<file path="config.mk">
export PLATFORM = sky130hd
export DESIGN_NAME = lives_controller_flat
export DESIGN_NICKNAME = d
export VERILOG_FILES = /design/src/rtl/lives_controller_pkg.sv /design/src/rtl/lives_controller_if.sv /design/src/rtl/lives_controller_inv_timer.sv /design/src/rtl/lives_controller.sv /design/src/flat_wrapper.sv
export SDC_FILE = /design/constraint.sdc
export NUM_CORES = 1
export LEC_CHECK = 0
export CAP_MARGIN = 20
export CORE_UTILIZATION = 50
export DETAILED_ROUTE_END_ITERATION = 8
export DONT_BUFFER_PORTS = 1
export HOLD_SLACK_MARGIN = 0.1
export SYNTH_ARGS = -nofsm -noshare
export SYNTH_HDL_FRONTEND = slang
export SYNTH_HIERARCHICAL = 1
export SYNTH_SLANG_ARGS = --single-unit
</file>
<file path="constraint.sdc">
create_clock -name clock -period 2.95 [get_ports clock]
set_input_delay 0.59 -clock clock [delete_from_list [all_inputs] [get_ports clock]]
set_output_delay 0.59 -clock clock [all_outputs]
set_load 0.05 [all_outputs]
</file>
<file path="src/rtl/lives_controller_pkg.sv">
// lives_pkg: shared state encoding and lives limits for the lives controller.
package lives_pkg;
    typedef enum logic [1:0] {IDLE, PLAY, HIT, OVER} state_t;
    localparam int LIVES_W = 2;
    localparam int MAX_LIVES = 3;
endpackage

</file>
<file path="src/rtl/lives_controller_if.sv">
// lives_controller_if: game-event pulses in, lives/status outputs back.
interface lives_controller_if;
    import lives_pkg::*;
    logic start;
    logic miss;
    logic bomb;
    logic bonus;
    logic [LIVES_W-1:0] lives;
    logic playing;
    logic invuln;
    logic life_lost;
    logic game_over;
    modport master(output start, miss, bomb, bonus,
                   input lives, playing, invuln, life_lost, game_over);
    modport slave(input start, miss, bomb, bonus,
                  output lives, playing, invuln, life_lost, game_over);
endinterface

</file>
<file path="src/rtl/lives_controller_inv_timer.sv">
// inv_timer: loadable down-counter that stops at zero and flags done there.
module inv_timer #(
    parameter int CNT_W = 8
) (
    input  logic             clock,
    input  logic             resetn,
    input  logic             load,
    input  logic [CNT_W-1:0] load_value,
    output logic             done
);
    logic [CNT_W-1:0] count;
    assign done = count == '0;
    always_ff @(posedge clock or negedge resetn)
        if (!resetn) count <= '0;
        else if (load) count <= load_value;
        else if (!done) count <= count - CNT_W'(1);
endmodule

</file>
<file path="src/rtl/lives_controller.sv">
// lives_controller: life-count FSM with post-hit invulnerability window.
// Define BONUS_LIFE_EN to let bonus pulses add a life; otherwise bonus is ignored.
module lives_controller
    import lives_pkg::*;
#(
    parameter int START_LIVES = 3,
    parameter int INV_CYCLES  = 25000000
) (
    input  logic               clock,
    input  logic               resetn,
    lives_controller_if.slave  bus
);
    localparam int CNT_W = $clog2(INV_CYCLES + 1);
    localparam logic [1:0] ST_IDLE = IDLE;
    localparam logic [1:0] ST_PLAY = PLAY;
    localparam logic [1:0] ST_HIT  = HIT;
    localparam logic [1:0] ST_OVER = OVER;
`ifdef BONUS_LIFE_EN
    localparam logic BONUS_EN = 1'b1;
`else
    localparam logic BONUS_EN = 1'b0;
`endif
    logic [1:0] state, state_n;
    logic [LIVES_W-1:0] lives_q, lives_n, lives_inc;
    logic lost_n, load, done, hit_ev, bonus_ev;
    assign hit_ev    = bus.miss | bus.bomb;
    assign bonus_ev  = bus.bonus & BONUS_EN;
    assign lives_inc = (lives_q == LIVES_W'(MAX_LIVES)) ? lives_q : lives_q + LIVES_W'(1);
    assign bus.lives = lives_q;
    inv_timer #(.CNT_W(CNT_W)) u_timer (
        .clock      (clock),
        .resetn     (resetn),
        .load       (load),
        .load_value (CNT_W'(INV_CYCLES - 1)),
        .done       (done)
    );
    always_comb begin
        state_n = state;
        lives_n = lives_q;
        lost_n  = 1'b0;
        load    = 1'b0;
        case (state)
            ST_IDLE: if (bus.start) begin
                state_n = ST_PLAY;
                lives_n = LIVES_W'(START_LIVES);
            end
            ST_PLAY: if (hit_ev) begin
                lost_n  = 1'b1;
                lives_n = lives_q - LIVES_W'(1);
                load    = lives_q != LIVES_W'(1);
                state_n = (lives_q == LIVES_W'(1)) ? ST_OVER : ST_HIT;
            end else if (bonus_ev) lives_n = lives_inc;
            ST_HIT: begin
                lives_n = bonus_ev ? lives_inc : lives_q;
                state_n = done ? ST_PLAY : ST_HIT;
            end
            default: begin
                lives_n = bus.start ? LIVES_W'(START_LIVES) : '0;
                state_n = bus.start ? ST_PLAY : ST_OVER;
            end
        endcase
    end
    // Flags decode the next state so they are registered alongside it.
    always_ff @(posedge clock or negedge resetn)
        if (!resetn) begin
            state         <= ST_IDLE;
            lives_q       <= '0;
            bus.life_lost <= 1'b0;
            bus.playing   <= 1'b0;
            bus.invuln    <= 1'b0;
            bus.game_over <= 1'b0;
        end else begin
            state         <= state_n;
            lives_q       <= lives_n;
            bus.life_lost <= lost_n;
            bus.playing   <= state_n == ST_PLAY || state_n == ST_HIT;
            bus.invuln    <= state_n == ST_HIT;
            bus.game_over <= state_n == ST_OVER;
        end
endmodule

</file>
<file path="src/flat_wrapper.sv">
// flat-port wrapper written by rule: the top's interface ports become plain ports
module lives_controller_flat import lives_pkg::*;
#(
    parameter int START_LIVES = 3,
    parameter int INV_CYCLES  = 25000000
)
  (clock, resetn, bus_start, bus_miss, bus_bomb, bus_bonus, bus_lives, bus_playing, bus_invuln, bus_life_lost, bus_game_over);
  lives_controller_if bus_i ();
  input  logic clock;
  input  logic resetn;
  input wire logic [$bits(bus_i.start)-1:0] bus_start;
  input wire logic [$bits(bus_i.miss)-1:0] bus_miss;
  input wire logic [$bits(bus_i.bomb)-1:0] bus_bomb;
  input wire logic [$bits(bus_i.bonus)-1:0] bus_bonus;
  output wire logic [$bits(bus_i.lives)-1:0] bus_lives;
  output wire logic [$bits(bus_i.playing)-1:0] bus_playing;
  output wire logic [$bits(bus_i.invuln)-1:0] bus_invuln;
  output wire logic [$bits(bus_i.life_lost)-1:0] bus_life_lost;
  output wire logic [$bits(bus_i.game_over)-1:0] bus_game_over;
  assign bus_i.start = bus_start;
  assign bus_i.miss = bus_miss;
  assign bus_i.bomb = bus_bomb;
  assign bus_i.bonus = bus_bonus;
  assign bus_lives = bus_i.lives;
  assign bus_playing = bus_i.playing;
  assign bus_invuln = bus_i.invuln;
  assign bus_life_lost = bus_i.life_lost;
  assign bus_game_over = bus_i.game_over;
  lives_controller #(.START_LIVES(START_LIVES), .INV_CYCLES(INV_CYCLES)) u_core (.clock(clock), .resetn(resetn), .bus(bus_i));
endmodule
</file>
==> flow_metrics.env <==
export IMPL_drv_cap=0
export IMPL_final_layout_size_suffix_gt1_frac=0.128
export IMPL_rows=22
export IMPL_reg2reg_from="u_core/u_timer/count[14]"
export IMPL_fillerInstances=333
export IMPL_ys_types=45
export IMPL_viasPerCell=5.10
export IMPL_peakVddDrop_mv=0.530
export IMPL_hold_viol=0
export IMPL_clockBufferDepth=2
export IMPL_rsz0062_at_grt="no"
export IMPL_synth_edf_count=0
export IMPL_ys_flop_type="dfrtp_1"
export IMPL_firstDrtPassIters=5
export IMPL_post_route_min_period_ns=2.43
export IMPL_die_y_um=63.7
export IMPL_met2_usage=0.356
export IMPL_drtIter0Drc=52
export IMPL_grtUsageMet1=0.281
export IMPL_grt_ovfl_total=0
export IMPL_final_cell_area_um2=2120
export IMPL_drc=0
export IMPL_maxSlewHeadroom=0.595
export IMPL_dieArea_um2=4060
export IMPL_power_density_nw_per_um2=1060
export IMPL_cts_max_level=2
export IMPL_postSynthCellCount=200
export IMPL_finalSetupViolCount=0
export IMPL_p_leak_nw=0.872
export IMPL_cp_top_family="simple AND/OR/NAND/NOR gates"
export IMPL_coreArea_um2=3660
export IMPL_dp_hpwl_um=2520
export IMPL_ys_ff_latch=33
export IMPL_finalCritPeriodShare=0.825
export IMPL_worst_r2r_cell_count=6
export IMPL_die_w_um=63.7
export IMPL_cp_required_ns=3.10
export IMPL_clockRootBuffer="clkbuf_8"
export IMPL_place_area_um2=2010
export IMPL_crit_type="reg -> reg"
export IMPL_setup_tns_ns=0
export IMPL_ys_warn_count=6
export IMPL_worstSkewPairLatency_ns=0.28
export IMPL_cp_buffers_inverters=1
export IMPL_ant_nets=0
export IMPL_slowest_stage="nor4_1"
export IMPL_slowest_delay_ns=0.49
export IMPL_hold_path_class="in -> async"
export IMPL_grt_pass1_vias=1521
export IMPL_ios=12
export IMPL_status="completed"
export IMPL_cts_setup_buffers=0
export IMPL_cts_sinks=33
export IMPL_pre_cts_ws_ns=0.491
export IMPL_cts_resized=0
export IMPL_start_util=0.520
export IMPL_r2r_slack_ns=0.52
export IMPL_grt_pass1_wl_um=6850
export IMPL_fin_nets=236
export IMPL_fmax_ghz=0.411
export IMPL_io_buffers=0
export IMPL_cts_tree="yes"
export IMPL_start_kind="flip-flop"
export IMPL_grt_max_degree=34
export IMPL_grt_usage=0.222
export IMPL_reg2reg_to="u_core/u_timer/count[16]"
export IMPL_avgSynthCellArea_um2=9.52
export IMPL_grt_util_met3=0.0471
export IMPL_dr_total_vias=1402
export IMPL_max_slew_worst_pin_slew_ns=0.607
export IMPL_routed_wl_um=3720
export IMPL_slew_violations=0
export IMPL_numCtsBuffers=5
export IMPL_async_reset_ff_frac=1.00
export IMPL_antenna_found_initial=0
export IMPL_gp_congestion=0.753
export IMPL_yosysSeqAreaShare=0.434
export IMPL_setup_slack_ns=0.517
export IMPL_wl_per_cell_um=13.5
export IMPL_cp_max_fo=14
export IMPL_cp_depth=6
export IMPL_clock_skew_ns=0.00501
export IMPL_crit_chain="nor4_1 > nand4_2 > nor3_4 > buf_4 > or2_2 > o21ai_0"
export IMPL_top_usage_layer="met2"
export IMPL_n_antenna_cell=0
export IMPL_synth_area_um2=1900
export IMPL_clkTransAtPathRegs_ns=0.07
export IMPL_area_growth_pct=11.2
export IMPL_crit_path_end_kind="flip-flop"
export IMPL_crit_arrival_ns=2.58
-- timing repair --
action,CTS,global route
endpoints found under the hold margin,33,0
setup endpoints to repair,0,0
hold buffers,1,0
-- per-stage QoR --
stage          utilization  instances  power, W  hold slack (ns)
4_1_cts              0.578        275   0.00226            0.132
6_report             0.578        275   0.00225            0.129
3_5_place_dp         0.550        266   0.00191            0.296
2_1_floorplan            -        223   0.00175            0.294
3_3_place_gp         0.550        266   0.00186            0.295
5_1_grt              0.578        275   0.00245            0.137
-- final cells by class --
| class | count | area [um2] | share of cell area |
|---|---|---|---|
| sequential | 33 | 826 | 0.390 |
| multi-input combinational | 176 | 1080 | 0.512 |
| tap | 48 | 60.1 | 0.0284 |
| clock buffer | 6 | 72.6 | 0.0343 |
| timing repair buffer | 4 | 42.5 | 0.0201 |
| inverter | 6 | 22.5 | 0.0106 |
| clock inverter | 2 | 10.0 | 0.00473 |
-- logic make-up (layout without fill, tap and decap cells) --
logic type,after synthesis,in the layout,share of synthesized area
xor+xnor,21,21,0.0966
other cells,2,25,0.00395
fa+ha+maj,4,4,0.0263
flops,33,33,0.434
compound gates,40,40,0.146
simple gates,81,81,0.221
buf+inv,14,18,0.0440
mux,5,5,0.0283
-- per-layer routing --
layer  routed length, um  up-vias
met2                1720       20
met4                  84        0
met3                  98        8
li1                    -      722
met1                1810      652
met5                   0        -
-- cells in the mapped netlist (2+ instances only) --
| library cell | n | share of area |
|---|---|---|
| mux2_2 | 3 | 0.018 |
| o31ai_1 | 5 | 0.020 |
| ha_1 | 4 | 0.026 |
| nor4_1 | 6 | 0.020 |
| nand3_1 | 5 | 0.013 |
| buf_6 | 4 | 0.024 |
| nor2_1 | 10 | 0.020 |
| clkbuf_1 | 3 | 0.0059 |
| mux2i_1 | 2 | 0.011 |
| inv_1 | 6 | 0.012 |
| o21ai_0 | 20 | 0.053 |
| dfrtp_1 | 33 | 0.43 |
| o21ai_1 | 2 | 0.0053 |
| nand2_1 | 34 | 0.067 |
| nor3_1 | 9 | 0.024 |
| xnor2_1 | 16 | 0.074 |
| a21oi_1 | 2 | 0.0053 |
| xor2_1 | 5 | 0.023 |
| conb_1 | 2 | 0.0039 |
| or3_1 | 4 | 0.013 |
-- how the worst max path moves through the flow --
stage / from / to / slack, ns
2_1_floorplan: u_core/u_timer/count[18] / u_core/bus.playing / 0.84
3_5_place_dp: u_core/u_timer/count[7] / u_core/u_timer/count[16] / 0.49
3_3_place_gp: u_core/u_timer/count[7] / u_core/u_timer/count[7] / 0.57
4_1_cts: u_core/u_timer/count[7] / u_core/u_timer/count[16] / 0.49
6_report: u_core/u_timer/count[14] / u_core/u_timer/count[16] / 0.52
5_1_grt: u_core/u_timer/count[5] / u_core/u_timer/count[20] / 0.33
-- cell usage in the layout, fill, tap and decap left out, types with 2 or more instances in the layout --
cell	synthesis	layout
a21oi_1	2	2
clkbuf_8	0	5
clkinv_2	0	2
or3_1	4	4
o31ai_1	5	5
nor3_1	9	9
nor2_1	10	9
o21ai_1	2	2
xnor2_1	16	16
buf_4	0	3
mux2_2	3	3
o21ai_0	20	20
inv_1	6	6
nand3_1	5	5
conb_1	2	25
mux2i_1	2	2
xor2_1	5	5
nor4_1	6	6
ha_1	4	4
nand2_1	34	34
dfrtp_1	33	33
-- worst reg2reg max path: stages (launching register included) --
cell and delay, ns:
dfrtp_1 0.44, nor4_1 0.49, nand4_2 0.29, nor3_4 0.42
buf_4 0.23, or2_2 0.27, o21ai_0 0.16
-- state kept, by name (all words and copies together) (netlist names) --
signal and count:
u_core/bus.game_over 1, u_core/bus.invuln 1, u_core/bus.life_lost 1, u_core/bus.lives 2, u_core/bus.playing 1, u_core/state 2, u_core/u_timer/count 25
-- power breakdown --
part	internal [W]	switching [W]	leakage (nW)
Sequential	0.000682	0.000365	0.403
Clock	0.000163	0.000161	0.0450
Combinational	0.000407	0.000471	0.424
Total	0.00125	0.000996	0.872
(Power assumes the default switching activity.)
